==> config.mk <==
export PLATFORM = sky130hd
export DESIGN_NAME = if_stage
export DESIGN_NICKNAME = d
export VERILOG_FILES = /design/src/rtl/core_pkg.sv /design/src/rtl/if_id_reg.sv /design/src/rtl/if_stage.sv
export SDC_FILE = /design/constraint.sdc
export NUM_CORES = 1
export LEC_CHECK = 0
export BUFFER_PORTS_ARGS = -buffer_cell sky130_fd_sc_hd__buf_2
export CAP_MARGIN = 25
export CORE_AREA = 2 2 125 127
export DETAILED_ROUTE_END_ITERATION = 8
export DIE_AREA = 0 0 127 129
export PLACE_DENSITY_LB_ADDON = 0.1
export SYNTH_ARGS = -nofsm -noshare
export SYNTH_HDL_FRONTEND = slang
export SYNTH_SLANG_ARGS = --single-unit
==> constraint.sdc <==
create_clock -name clk_i -period 14.55 [get_ports clk_i]
set_clock_uncertainty 0.15 [all_clocks]
set_input_delay 1.455 -clock clk_i [delete_from_list [all_inputs] [get_ports clk_i]]
set_output_delay 1.455 -clock clk_i [all_outputs]
set_load 0.1 [all_outputs]
==> src/rtl/core_pkg.sv <==
// Shared core definitions: datapath width, reset/NOP defaults,
// fetch-stage state encoding and the IF/ID pipeline record.
package core_pkg;

    localparam int XLEN = 32;
    localparam logic [XLEN-1:0] RESET_PC_DEF  = 32'h0000_0000;
    localparam logic [XLEN-1:0] NOP_INSTR_DEF = 32'h0000_0013;

    typedef enum logic {
        BOOT = 1'b0,
        RUN  = 1'b1
    } if_state_e;

    typedef struct packed {
        logic [XLEN-1:0] instr;
        logic [XLEN-1:0] pc;
        logic [XLEN-1:0] pc4;
        logic            valid;
        logic            misaligned;
    } if_id_t;

endpackage

==> src/rtl/if_id_reg.sv <==
// Pipeline register between two stages; clear beats hold, so a kill
// request squashes the slot even while the consumer is stalled.
module if_id_reg
    import core_pkg::*;
#(
    parameter logic [XLEN-1:0] NOP_INSTR = NOP_INSTR_DEF
) (
    input  logic   clk,
    input  logic   rst,
    input  logic   hold,
    input  logic   clear,
    input  if_id_t d,
    output if_id_t q
);

    always_ff @(posedge clk or posedge rst) begin
        if (rst) begin
            q.instr      <= NOP_INSTR;
            q.pc         <= '0;
            q.pc4        <= '0;
            q.valid      <= 1'b0;
            q.misaligned <= 1'b0;
        end else if (clear) begin
            q.instr      <= NOP_INSTR;
            q.pc         <= '0;
            q.pc4        <= '0;
            q.valid      <= 1'b0;
            q.misaligned <= 1'b0;
        end else if (!hold) begin
            q <= d;
        end
    end

endmodule

==> src/rtl/if_stage.sv <==
// Instruction-fetch stage: owns the PC, addresses a combinational
// instruction memory and fills the IF/ID register for decode.
module if_stage
    import core_pkg::*;
#(
    parameter logic [XLEN-1:0] RESET_PC  = RESET_PC_DEF,
    parameter logic [XLEN-1:0] NOP_INSTR = NOP_INSTR_DEF,
    parameter int              IM_AW     = 7
) (
    input  logic            clk_i,
    input  logic            rst_i,
    input  logic            stall_i,
    input  logic            flush_i,
    input  logic            redirect_valid_i,
    input  logic [XLEN-1:0] redirect_pc_i,
    output logic [XLEN-1:0] im_addr_o,
    input  logic [XLEN-1:0] im_data_i,
    output logic [XLEN-1:0] id_instr_o,
    output logic [XLEN-1:0] id_pc_o,
    output logic [XLEN-1:0] id_pc4_o,
    output logic            id_valid_o,
    output logic            id_misaligned_o,
    output logic [XLEN-1:0] fetch_count_o
);

    if_state_e       state_q;
    logic [XLEN-1:0] pc_q;
    logic            misalign_q;
    logic [XLEN-1:0] fetch_count_q;
    logic [XLEN-1:0] pc_plus4;
    logic            ifid_clear;
    logic            ifid_hold;
    logic            deliver;
    if_id_t          ifid_d;
    if_id_t          ifid_q;

    // Word index; the low IM_AW bits are what the memory decodes.
    assign im_addr_o = {2'b00, pc_q[XLEN-1:IM_AW+2], pc_q[IM_AW+1:2]};
    assign pc_plus4  = pc_q + 32'd4;

    // BOOT keeps the slot empty; kill requests win over a stall.
    assign ifid_clear = (state_q == BOOT) || flush_i || redirect_valid_i;
    assign ifid_hold  = stall_i;
    assign deliver    = !ifid_clear && !ifid_hold;

    always_comb begin
        ifid_d            = '0;
        ifid_d.instr      = im_data_i;
        ifid_d.pc         = pc_q;
        ifid_d.pc4        = pc_plus4;
        ifid_d.valid      = 1'b1;
        ifid_d.misaligned = misalign_q;
    end

    always_ff @(posedge clk_i or posedge rst_i) begin
        if (rst_i) begin
            state_q       <= BOOT;
            pc_q          <= RESET_PC;
            misalign_q    <= 1'b0;
            fetch_count_q <= '0;
        end else begin
            state_q <= RUN;
            if (redirect_valid_i) begin
                pc_q       <= {redirect_pc_i[XLEN-1:2], 2'b00};
                misalign_q <= |redirect_pc_i[1:0];
            end else if (state_q == RUN && !stall_i) begin
                pc_q       <= pc_plus4;
                misalign_q <= 1'b0;
            end
            if (deliver) begin
                fetch_count_q <= fetch_count_q + 32'd1;
            end
        end
    end

    if_id_reg #(
        .NOP_INSTR(NOP_INSTR)
    ) u_if_id_reg (
        .clk  (clk_i),
        .rst  (rst_i),
        .hold (ifid_hold),
        .clear(ifid_clear),
        .d    (ifid_d),
        .q    (ifid_q)
    );

    assign id_instr_o      = ifid_q.instr;
    assign id_pc_o         = ifid_q.pc;
    assign id_pc4_o        = ifid_q.pc4;
    assign id_valid_o      = ifid_q.valid;
    assign id_misaligned_o = ifid_q.misaligned;
    assign fetch_count_o   = fetch_count_q;

endmodule

After elaboration in Yosys (flattened, before gate mapping):

Cells that the tools add are included.
Widths: inputs -> output; s select.

* bits in registers: 164
* bits in latches: 0
* memory bits (writable): 0
* memory bits (read-only): 0
* bits of input ports: 69
* output and inout bits: 162
* word-level logic and storage cells: 27
* memories kept: 0

* add/sub/neg operators: 2
* multipliers: 0
* divide/modulo/power cells: 0
* $lt $le $gt $ge: 0
* equality and inequality tests: 1
* shifts and indexed selects: 0
* mux-type cells: 6
* bitwise logic cells: 1
* reductions and logical operators: 8

Operator list (count)
* $mux 98: 2
* $mux 32: 2
* $add 32x1->32 const B: 1
* $add 32x3->32 const B: 1
* $logic_and 1x1->1: 2
* $logic_not 1->1: 2
* $logic_or 1x1->1: 2
* $mux 1: 2
* $ne 2x1->1 const B: 1
* $reduce_bool 2->1: 1
* $reduce_or 2->1: 1
* $not 1->1: 1

Longest topological paths before layout:

* depth in word-level cells: 5
* gate-level depth with buffers: 7
* gate-level depth less buffers: 5

Hierarchy:

From an unflattened synthesis, not the netlist that was laid out.

* cell total of the unflattened synthesis: 701
* area, all modules: 7737.4 µm²

By module, submodules not included
* if_id_reg: times used 1, cells an instance 317, area each 4043.9 µm², seq. area each 2456.1 µm²
* if_stage: times used 1, cells an instance 384, area each 3693.5 µm², seq. area each 1601.5 µm²

Least setup slack after synthesis:

Ideal clock, no wire load.

* path kind: input to register
* start point: in redirect_valid_i
* end point: reg fetch_count_q[25], in the netlist fetch_count_o[25]
* setup time: 0.160 ns
* arrival: 2.972 ns
* data required time: 14.240 ns
* path slack: 11.269 ns
* stages on the path: 7
* path buffers: 3
* cell sequence: clkbuf_1 or4b_1 buf_2 buf_2 nor2_4 nand4_1 xnor2_1

* word-level cells in the longest chain between the ends: 3

RTL lines
* from (decl): RTL line if_stage.sv:14 `input logic redirect_valid_i,`
* $logic_or 1x1->1: RTL line if_stage.sv:42 `assign ifid_clear = (state_q == BOOT) || flush_i || redirect_valid_i;`
* $logic_not 1->1: RTL line if_stage.sv:44 `assign deliver = !ifid_clear && !ifid_hold;`
* $logic_and 1x1->1: RTL line if_stage.sv:44
* to (signal assigned): RTL line if_stage.sv:71 `fetch_count_q <= fetch_count_q + 32'd1;`
* to (decl): RTL line if_stage.sv:29 `logic [XLEN-1:0] fetch_count_q;`

No other way between the ends.
A chain may end at the register's enable or synchronous reset.

Worst setup path after layout:

* start point: in stall_i
* end point: reg pc_q[31]

* word-level cells in the longest chain between the ends: 3

RTL lines
* from (decl): RTL line if_stage.sv:12 `input logic stall_i,`
* $logic_not 1->1
* $logic_and 1x1->1: RTL line if_stage.sv:66 `end else if (state_q == RUN && !stall_i) begin`
* $reduce_bool 2->1 (no source line)
* to (signal assigned): RTL line if_stage.sv:64 `pc_q <= {redirect_pc_i[XLEN-1:2], 2'b00};`
* to (signal assigned): RTL line if_stage.sv:67 `pc_q <= pc_plus4;`
* to (decl): RTL line if_stage.sv:27 `logic [XLEN-1:0] pc_q;`

No other way between the ends.

==> summary.txt <==
Synthesis
  • Count leader, synth: dfrtp_1
  • Most frequent cells after synthesis: dfrtp_1 (155), nand2_1 (87), a22o_1 (53)
  • Synth unique cells: 54
  • Most area-hungry cell type in the Yosys netlist: dfrtp_1
  • Yosys warning count: 0
  • Mapped Area: 7280 um2
  • Largest cells by area after synthesis: dfrtp_1 (53%), a22o_1 (6.4%), xnor2_1 (5.2%), nand2_1 (4.5%), nand4_1 (2.3%)
  • Ys flop type: dfrtp_1
  • Register area share after synthesis: 0.544
  • Yosys top cell area share: 0.533
  • Post-synth EDFFs: 0
  • FF+latch count, synth: 158
  • Syn_area_per_cell: 10.5 um2
  • Async set or reset register ratio after synthesis: 1.00
  • Cells after Synth: 696

Power
  • Sw power: 392 uW
  • Switch share: 0.344
  • Leakage: 0.00445 uW
  • Tot Pwr: 1140 uW
  • Sequential power share: 0.428
  • Gate power share: 0.198
  • VDD IR max: 0.0793 mV
  • Clock share of power: 0.374
  • Pwr Density: 127 nW/um2
  • Cell-internal power: 749 uW

Flow run
  • Max-cap violations: 0

Die
  • Core Area: 15,000 um2
  • Initial core utilization: 0.486
  • Die Width: 127 um
  • Row count: 45
  • Die height: 129 um
  • Die area: 16,400 um2
  • I/O Pins: 231

Min path
  • Hold crit path type: reg2reg
  • Hold Path Depth: 1
  • Worst Hold End: fetch_count_o[31]
  • Hold path startpoint: fetch_count_o[31]

Clock network
  • H-tree depth: 4
  • Clock Latency Late Sink: 0.42 ns
  • Setup bufs post-CTS: 0
  • TritonCTS buffer count: 17
  • CTS tree: built
  • Clock Tree Buf Depth: 2
  • Post-cts sizing count: 0
  • Clk sinks: 158
  • Root Buffer: clkbuf_16
  • Clock transition at path regs: 0.07 ns
  • Hold Buf Count CTS: 0

Setup path
  • Crit path kind: in2reg
  • R2r setup slk: 11.48 ns
  • Nature of the critical path endpoint: flip-flop
  • Data required, critical path: 14.74 ns
  • Reg2reg path depth: 5
  • R2R Path End: pc_q[28]
  • Worst setup SP type: input pin
  • Crit path max fanout: 23
  • Worst Path Arrival: 3.55 ns
  • Crit Reg-Reg Startpoint: pc_q[2]

Final layout
  • Diodes inserted: 0
  • Layout Nets: 957
  • Share of post-route cells with drive strength above 1: 0.315
  • Fin util: 0.602
  • Layout area overhead: 23.8%

Detailed routing
  • # DRC: 0
  • Number of iterations in the first detailed-routing pass: 5
  • Post-DRT Antenna Nets: 0
  • Vias per cell: 5.78
  • Total Wirelength: 19,900 um
  • Initial drt markers: 405
  • Wire length per cell: 18.3 um
  • Total number of vias: 6,278

Global route
  • Global-route wire length before repair: 32,200 um
  • Largest net degree at the start of global routing: 91
  • GRT overflow: 0
  • GRT Util Overall: 0.246
  • Antenna violations before repair: 0
  • Vias in the first global route: 6,074

Placed design
  • Hpwl dp: 13,300 um
  • Pre-CTS WS: 10.78 ns
  • RePlAce Congestion: 0.817
  • # port buffers: 224

Run status
  • Run status: complete, no violations

STA
  • Setup TNS: 0 ns
  • Worst setup margin: 11.18 ns
  • Number of setup violations in the final report: 0
  • Final Hold Viols: 0
  • Max_slew headroom: 0.325
  • FMAX: 297 MHz
  • RSZ-0062 raised after global routing: no
  • Final Critical Period: 3.37 ns
  • Final period utilization: 0.231
  • Worst Max-Slew Pin Slew: 1.01 ns
  • Pins over their slew limit: 0
[cell families (layout without fill, tap and decap cells)]
family | Yosys count | after routing | share of synthesized area
buffers and inverters | 75 | 273 | 0.0473
AND/OR/NAND/NOR | 264 | 264 | 0.196
XOR/XNOR | 56 | 56 | 0.0674
AO/OA/AOI/OAI | 138 | 138 | 0.140
adder cells (fa/ha/maj) | 2 | 2 | 0.00344
multiplexers | 1 | 1 | 0.00138
flip-flops | 158 | 158 | 0.544
other | 2 | 7 | 0.00103
[metrics by stage]
step	std cells	hold slack (ns)	cell area (um2)
floorplan	701	0.317	7300
global placement	1053	0.307	8400
detailed placement	1053	0.311	8400
CTS	1085	0.320	8970
global route	1087	0.328	9010
finish	1087	0.311	9010
[flip-flops by register name, summed over array words and instances, names as in the netlist]
signal / cells
pc_q: 30
misalign_q: 1
u_if_id_reg.q: 94
state_q: 1
fetch_count_o: 32
[how the worst max path moves through the flow]
stage	from	endpoint	slack, ns
finish	stall_i	pc_q[31]	11.18
global route	redirect_valid_i	pc_q[22]	11.02
CTS	stall_i	pc_q[31]	11.22
detailed placement	stall_i	pc_q[31]	10.78
global placement	redirect_valid_i	pc_q[22]	10.81
floorplan	rst_i	fetch_count_o[0]	8.69
[final cells by class]
cell class / instances / area [um2]
multi-input combinational: 468 / 3010
clock buffer: 22 / 484
clock inverter: 10 / 87.6
inverter: 11 / 46.3
tap: 188 / 235
timing repair buffer: 230 / 1190
fill: 1287 / 5970
sequential: 158 / 3960
[per-layer routing]
metal | vias to the layer above | share of wire | track usage
li1 | 2890 | - | -
met1 | 3098 | 0.44 | 0.345
met2 | 267 | 0.48 | 0.394
met3 | 23 | 0.067 | 0.0453
met4 | 0 | 0.015 | 0.0743
met5 | - | 0 | 0
[power by group through the flow]
stage	Clock, uW	Sequential, uW	Combinational, uW
6_report	427	488	226
5_1_grt	456	492	237
4_1_cts	434	487	226
3_5_place_dp	0	495	226
3_3_place_gp	0	494	224
2_1_floorplan	0	610	63.5
[critical path: stages]
cell and delay [ns]:
buf_2 0.17, nand2b_1 0.64, or3_1 0.66, or4_1 0.43, a31oi_1 0.19
[cells in the final DEF (no fill, tap or decap), types with 4 or more instances in the layout]
cell type | netlist | layout
nand2_1 | 87 | 87
nor2_1 | 30 | 30
inv_1 | 10 | 9
a31oi_1 | 12 | 12
nand4b_1 | 5 | 5
a22o_1 | 53 | 53
nor3_2 | 4 | 4
buf_2 | 18 | 224
clkinvlp_4 | 0 | 5
buf_4 | 8 | 4
or3_1 | 6 | 6
a211o_1 | 7 | 7
nand3_1 | 33 | 33
dfrtp_1 | 155 | 155
o31ai_1 | 9 | 9
nor3_1 | 13 | 13
o211ai_1 | 10 | 10
a21oi_1 | 4 | 4
xnor2_1 | 43 | 43
clkinv_2 | 0 | 4
xor2_1 | 13 | 13
conb_1 | 2 | 7
and3_1 | 5 | 4
o21ai_0 | 32 | 32
nand4_1 | 27 | 27
nor4_1 | 9 | 8
clkbuf_16 | 0 | 17
or4_1 | 21 | 21
clkbuf_8 | 0 | 4
Power figures use the tool's default switching activity.
